## src/rtl/s38584_sel_sched.sv

```systemverilog
// s38584_sel_sched
// Round-robin scheduler sharing the s38584 select-mux update register among
// NREQ requesters. Each grant runs one transaction: arbitrate, present the
// winner's 4-bit select code, give the mux cone one settle cycle, wait for
// the datapath qualifier (bounded by TMO cycles), then pulse the update enable.
// g35 low freezes the block exactly as it freezes the datapath.
//
// Ports:
//   CK       clock, rising edge
//   RN       asynchronous active-low reset
//   g35      global enable (0 = freeze)
//   req      per-requester level request
//   req_sel  per-requester select code, CBW bits per requester
//   qual_ok  datapath qualifier, 1 = update permitted
//   gnt      one-hot grant, held for the whole transaction
//   ack      one-cycle completion pulse to the granted requester
//   nack     one-cycle abort pulse (timeout, or bad parity when enabled)
//   sel_code select code presented to the mux cone (holds between grants)
//   upd_en   one-cycle update strobe to the shared register
//   busy     high whenever the scheduler is not idle
//   perr     (SEL_SCHED_PARITY_EN only) one-cycle parity-error pulse
//
// Optional feature macro: SEL_SCHED_PARITY_EN -- each requester code carries
// an even-parity bit at [5i+4]; a winner with bad parity is refused with
// nack/perr and never reaches the mux cone.
module s38584_sel_sched #(
  parameter int NREQ = 4,
  parameter int TMO  = 16,
  parameter int CW   = 5,
`ifdef SEL_SCHED_PARITY_EN
  localparam int CBW = 5
`else
  localparam int CBW = 4
`endif
) (
  input  logic                CK,
  input  logic                RN,
  input  logic                g35,
  input  logic [NREQ-1:0]     req,
  input  logic [CBW*NREQ-1:0] req_sel,
  input  logic                qual_ok,
  output logic [NREQ-1:0]     gnt,
  output logic [NREQ-1:0]     ack,
  output logic [NREQ-1:0]     nack,
  output logic [3:0]          sel_code,
`ifdef SEL_SCHED_PARITY_EN
  output logic                perr,
`endif
  output logic                upd_en,
  output logic                busy
);

  localparam int IW = $clog2(NREQ);

  typedef enum logic [1:0] {IDLE, SETUP, WAIT, UPDATE} state_t;

  state_t          state_reg, state_next;
  logic [NREQ-1:0] gnt_reg, gnt_next;
  logic [NREQ-1:0] ack_reg, ack_next;
  logic [NREQ-1:0] nack_reg, nack_next;
  logic [3:0]      sel_reg, sel_next;
  logic            upd_reg, upd_next;
  logic            perr_reg, perr_next;
  logic [CW-1:0]   cnt_reg, cnt_next;
  logic [IW-1:0]   rr_reg, rr_next;
  logic [IW-1:0]   idx_reg, idx_next;

  logic [3:0]      code [NREQ];
  logic [NREQ-1:0] code_bad;
  logic [NREQ-1:0] hi_mask;
  logic [NREQ-1:0] cand;
  logic [IW-1:0]   win;
  logic            win_bad;

  // Per-requester code slices; hi_mask marks requesters after rr_ptr so the
  // scan starts at rr_ptr+1 and wraps to the unmasked request vector.
  for (genvar gi = 0; gi < NREQ; gi++) begin : g_req
    assign code[gi]    = req_sel[CBW*gi +: 4];
    assign hi_mask[gi] = (IW'(gi) > rr_reg);
`ifdef SEL_SCHED_PARITY_EN
    assign code_bad[gi] = ^req_sel[CBW*gi +: 5];
`else
    assign code_bad[gi] = 1'b0;
`endif
  end

  always_comb begin
    cand = (|(req & hi_mask)) ? (req & hi_mask) : req;
    win  = '0;
    for (int k = NREQ - 1; k >= 0; k--) begin
      if (cand[k]) win = IW'(k);
    end
  end

  assign win_bad = code_bad[win];

  always_comb begin
    state_next = state_reg;
    gnt_next   = gnt_reg;
    sel_next   = sel_reg;
    cnt_next   = cnt_reg;
    rr_next    = rr_reg;
    idx_next   = idx_reg;
    ack_next   = '0;
    nack_next  = '0;
    upd_next   = 1'b0;
    perr_next  = 1'b0;
    if (g35) begin
      case (state_reg)
        IDLE: begin
          if (|req) begin
            if (win_bad) begin
              // Refused grant: treated like an abort so the requester loses priority.
              nack_next[win] = 1'b1;
              perr_next      = 1'b1;
              rr_next        = win;
            end else begin
              gnt_next      = '0;
              gnt_next[win] = 1'b1;
              sel_next      = code[win];
              idx_next      = win;
              state_next    = SETUP;
            end
          end
        end
        SETUP: begin
          cnt_next   = '0;
          state_next = WAIT;
        end
        WAIT: begin
          if (qual_ok) begin
            // Strobes are registered, so they rise together with entry to UPDATE.
            upd_next          = 1'b1;
            ack_next[idx_reg] = 1'b1;
            state_next        = UPDATE;
          end else if (cnt_reg == CW'(TMO - 1)) begin
            nack_next[idx_reg] = 1'b1;
            gnt_next           = '0;
            rr_next            = idx_reg;
            state_next         = IDLE;
          end else begin
            cnt_next = cnt_reg + 1'b1;
          end
        end
        UPDATE: begin
          gnt_next   = '0;
          rr_next    = idx_reg;
          state_next = IDLE;
        end
        default: state_next = IDLE;
      endcase
    end
  end

  always_ff @(posedge CK or negedge RN) begin
    if (!RN) begin
      state_reg <= IDLE;
      gnt_reg   <= '0;
      ack_reg   <= '0;
      nack_reg  <= '0;
      sel_reg   <= '0;
      upd_reg   <= 1'b0;
      perr_reg  <= 1'b0;
      cnt_reg   <= '0;
      rr_reg    <= IW'(NREQ - 1);
      idx_reg   <= '0;
    end else begin
      state_reg <= state_next;
      gnt_reg   <= gnt_next;
      ack_reg   <= ack_next;
      nack_reg  <= nack_next;
      sel_reg   <= sel_next;
      upd_reg   <= upd_next;
      perr_reg  <= perr_next;
      cnt_reg   <= cnt_next;
      rr_reg    <= rr_next;
      idx_reg   <= idx_next;
    end
  end

  assign gnt      = gnt_reg;
  assign ack      = ack_reg;
  assign nack     = nack_reg;
  assign sel_code = sel_reg;
  assign upd_en   = upd_reg;
  assign busy     = (state_reg != IDLE);
`ifdef SEL_SCHED_PARITY_EN
  assign perr     = perr_reg;
`else
  logic unused_perr;
  assign unused_perr = perr_reg;
`endif

endmodule

```

## config.mk

```make
export PLATFORM = sky130hd
export DESIGN_NAME = s38584_sel_sched
export DESIGN_NICKNAME = d
export VERILOG_FILES = /design/src/rtl/s38584_sel_sched.sv
export SDC_FILE = /design/constraint.sdc
export NUM_CORES = 1
export LEC_CHECK = 0
export BUFFER_PORTS_ARGS = -buffer_cell sky130_fd_sc_hd__buf_2
export CAP_MARGIN = 10
export CORE_ASPECT_RATIO = 1.2
export CORE_MARGIN = 1
export CORE_UTILIZATION = 55
export DETAILED_ROUTE_END_ITERATION = 12
export GPL_TIMING_DRIVEN = 0
export PLACE_DENSITY = 0.91
export RECOVER_POWER = 25
export SYNTH_ARGS = -nofsm -noshare
export SYNTH_HDL_FRONTEND = slang
export SYNTH_SLANG_ARGS = --single-unit
```

## constraint.sdc

```tcl
create_clock -name CK -period 5.88 [get_ports CK]
set_input_delay 0.882 -clock CK [delete_from_list [all_inputs] [get_ports CK]]
set_output_delay 0.882 -clock CK [all_outputs]
set_load 0.03 [all_outputs]
```

**Word-level counts from Yosys, hierarchy flattened**

Cells that the tools add are included.
W data, S select, Z words.

- $add $sub $neg: 1
- Multipliers: 0
- Div/mod/pow operators: 0
- $lt $le $gt $ge: 9
- Equal/unequal tests: 11
- Shifts and indexed selects: 0
- Multiplexer cells: 44
- Bitwise operators: 3
- Reduce and logical (&&, ||, !) cells: 13

Operator list:

| cell | number |
|---|---|
| $mux W4 | 15 |
| $mux W2 | 12 |
| $ne A2 B2 Y1 const B | 6 |
| $pmux W4 S3 | 1 |
| $reduce_and A4 Y1 | 3 |
| $reduce_and A6 Y1 | 2 |
| $mux W5 | 2 |
| $pmux W5 S2 | 1 |
| $bmux W4 S2 | 1 |
| $pmux W2 S4 | 1 |
| $pmux W4 S2 | 1 |
| $reduce_or A4 Y1 | 2 |
| $lt A2 B3 Y1 const B | 2 |
| $mux W1 | 6 |
| $pmux W2 S3 | 1 |
| $add A5 B1 Y5 const B | 1 |
| $eq A5 B4 Y1 const B | 1 |
| $and A4 B4 Y4 | 1 |
| $demux W1 S2 | 2 |
| $eq A2 B2 Y1 const B | 2 |
| $ge A2 B1 Y1 const B | 2 |
| $gt A1 B2 Y1 const A | 2 |
| $gt A2 B2 Y1 const A | 2 |
| $reduce_bool A2 Y1 | 2 |
| other kinds (9) | 10 |

- Register bits after elaboration: 28
- Latch bits: 0
- Memory bits (writable): 0
- Bits in read-only memories: 0
- Input bits: 24
- Output and inout bits: 18
- Memories: 0

**Depth between registers and ports, before layout**

- Depth in word-level cells: 16
- Gate-level depth with buffers: 8

**Worst setup path before layout**

OpenSTA, ideal clock, no wires.

- Kind: input to register
- From: input g35
- To: register sel_reg[0], in the netlist sel_code[0]
- Arrival time: 1,932 ps
- Path slack: 3,868 ps
- Cell stages on the path: 6
- Path buffers: 2
- Path through: nand2b_2 > or3_1 > buf_2 > or2_1 > buf_6 > o211ai_2

- Cells in the longest elaborated chain, start to end: 1

RTL lines:

| what | line | source |
|---|---|---|
| start, declared | 38 | `input logic g35,` |
| $reduce_and A4 Y1 (no source line) | -- |  |
| end signal, assigned | 172 | `sel_reg <= sel_next;` |
| end, declared | 61 | `logic [3:0] sel_reg, sel_next;` |

Every way passes these cells.
A chain may end at the register's enable or synchronous reset.

**Worst setup path after layout**

- From: register state_reg[1]
- To: output busy

- Cells in the longest elaborated chain, start to end: 1

RTL lines:

| what | line | source |
|---|---|---|
| start, declared | 57 | `state_t state_reg, state_next;` |
| start signal, assigned | 168 | `state_reg <= state_next;` |
| $reduce_bool A2 Y1 | 186 | `assign busy = (state_reg != IDLE);` |
| end, declared | 50 | `output logic busy` |

Every way passes these cells.

==> impl_metrics.tcl <==
set metrics [dict create \
    status "complete, no violations" \
    syn_area_per_cell_sq_um 9.776 \
    cp-end-kind "output pin" \
    final_util 0.6980 \
    top_usage_layer "met2" \
    synthesis.area_sq_um 1466 \
    wl_per_cell_microns 13.44 \
    synth_cell_types 36 \
    maxSlewHeadroom 0.07545 \
    finalPower_mw 0.7371 \
    antenna_found_initial 0 \
    grt_use_total 0.2403 \
    ant_nets 0 \
    num_vias 1311 \
    critical_path.cell_chain "or2_2, buf_2" \
    max_cap_violations 0 \
    gr-usage-met2 0.4579 \
    p_switching_mw 0.3001 \
    firstDrtPassIters 6 \
    drc 0 \
    io_pins 42 \
    clk-insertion-delay-late_ps 330 \
    cp_slowest_cell "dfrtp_1" \
    areaGrowthSynthToFinish_pct 20.31 \
    seq_power_share 0.407 \
    final_cell_mix "44 x buf_2, 26 x dfrtp_1, 19 x nand2_1" \
    synth.yosys.seq_area_share 0.4795 \
    finalHoldWorstSlack_ps 516.7 \
    clockBufferDepth 2 \
    final-hold-violation-count 0 \
    grt_max_degree 29 \
    post_cts_buffers 0 \
    core_area_sq_um 2527 \
    final_max_slew_viol_count 0 \
    worstSetupStartpointType "flop" \
    cts_tree "built" \
    numCtsBuffers 3 \
    final-setup-viol-count 0 \
    netlist_instances 150 \
    clk_pin_slew_ps 150 \
    p_leak_nw 0.8757 \
    post_cts_resized 0 \
    rsz0062_at_grt "false" \
    cts.hold.buffers_added 0 \
    h-tree-depth 1 \
    fin_skew_ps 5.630 \
    clockPowerShare 0.171 \
    required_ps 5000 \
    drive_gt1_frac 0.3538 \
    worst_pin_slew_ps 1387 \
    cp_max_fo 5 \
    grt_pass1_wl_mm 5.333 \
    use_met3 0.02842 \
    hpwl_mm 2.393 \
    cts_root_buf "clkbuf_4" \
    ys_warn_count 0 \
    die_area_sq_um 2878 \
    grt_overflow 0 \
    combPwrFrac 0.422 \
    synth_fp_nets 176 \
    setup_ws_ps 3708 \
    fin_crit_sh 0.3694 \
    dieWidth_microns 49.14 \
    fp-row-count 20 \
    largest_reg_flops 5 \
    ys_seq_elements 28 \
    hold_path_class "reg2reg" \
    clock.fmax_mhz 460.4 \
    vdd.ir_drop.worst_mv 0.3425 \
    diodes 0 \
    switching_share 0.4071 \
    vias_per_cell 5.750 \
    routed_wl_mm 3.064 \
    p_per_area_nw_per_um2 417.8 \
    fill_cells 190 \
    final_common_cell "buf_2" \
    grt_util_met1 0.2709 \
    place_congestion 0.7550 \
    start_util 0.5802 \
    grt_pass1_vias 1276 \
    critPathMaxStageDelay_ps 470 \
    dp_worst_setup_slack_ps 3442 \
    arrival_ps 1290 \
    finalSetupTns_ps 0 \
    crit_type "reg2out" \
    die_y_microns 58.57 \
    finish.net_count 222 \
    period_minus_slack_ps 2172 \
    drt-initial-drc-count 39 \
    cts.sinks 28 \
    port_buffers 41 \
    intPower_mw 0.4370 \
]
==> worst max-delay path, delay by kind of cell, from the launching register on <==
family                 cells  cell delay [ps]
buffers and inverters      1              180
DFF                        1              470
and+or+nand+nor            1              310
==> synthesized netlist by cell type, drive strengths merged <==
cell | n | share of area
and3b | 1 | 0.0060
a22o | 3 | 0.018
nand3 | 11 | 0.038
dfrtp | 26 | 0.44
o211ai | 4 | 0.034
nor3 | 5 | 0.020
or2 | 4 | 0.017
buf | 5 | 0.021
a22oi | 1 | 0.0051
inv | 6 | 0.015
nand2b | 5 | 0.023
o2bb2ai | 1 | 0.0060
clkbuf | 1 | 0.0026
a32o | 2 | 0.014
nand4 | 1 | 0.0043
a21oi | 3 | 0.010
dfstp | 2 | 0.036
o21a | 1 | 0.0051
nor2 | 10 | 0.026
nor4 | 1 | 0.0085
nor2b | 4 | 0.017
ha | 2 | 0.017
o21ai | 15 | 0.056
o22ai | 1 | 0.0043
and3 | 2 | 0.0085
or3 | 1 | 0.0043
a21o | 1 | 0.0051
mux2i | 5 | 0.034
o31ai | 1 | 0.0051
mux2 | 6 | 0.046
nand2 | 19 | 0.049
==> per-stage QoR <==
step	std cells	cell area, sq um
2_1_floorplan	150	1466
3_3_place_gp	224	1713
3_5_place_dp	224	1713
4_1_cts	228	1765
5_1_grt	228	1764
6_report	228	1764
==> power by group through the flow <==
stage / registers, mW / logic, mW / clock network, mW
2_1_floorplan: 0.337 / 0.187 / 0
3_3_place_gp: 0.295 / 0.296 / 0
3_5_place_dp: 0.302 / 0.311 / 0
4_1_cts: 0.299 / 0.312 / 0.126
5_1_grt: 0.308 / 0.341 / 0.133
6_report: 0.300 / 0.311 / 0.126
==> cell families (layout without fill, tap and decap cells) <==
| kind of cell | Yosys count | after routing | synth area share |
|---|---|---|---|
| simple gates | 64 | 64 | 0.2210 |
| mux | 11 | 11 | 0.08020 |
| buf+inv | 12 | 57 | 0.03925 |
| compound gates | 33 | 33 | 0.1630 |
| fa+ha+maj | 2 | 2 | 0.01706 |
| flops | 28 | 28 | 0.4795 |
==> metal layers <==
layer,vias up,routed length (microns)
met1,629,1228
li1,620,-
met5,-,0
met4,0,51
met2,55,1633
met3,7,151
==> area by class of cell <==
type / instances / area, sq um / share of cell area
Timing Repair Buffer: 41 / 203.9 / 0.1156
Clock buffer: 3 / 22.52 / 0.01277
Buffer: 6 / 35.03 / 0.01986
Inverter: 6 / 22.52 / 0.01277
Sequential cell: 28 / 703.2 / 0.3986
Multi-Input combinational cell: 110 / 705.7 / 0.4000
Clock inverter: 1 / 30.03 / 0.01702
Tap cell: 33 / 41.29 / 0.02340
==> worst paths after layout <==
kind                         startpoint      to  slack (ps)  cells after the start
hold / removal                   gnt[0]  gnt[0]         520                      1
setup reg to reg             cnt_reg[0]  gnt[2]        3720                      8
hold reg to reg                  gnt[0]  gnt[0]         520                      1
setup / recovery           state_reg[1]    busy        3710                      2
max in group asynchronous            RN  gnt[2]        4240                      1
min in group asynchronous            RN  ack[3]         840                      1
No activity file was read; power rests on OpenSTA's default activity.
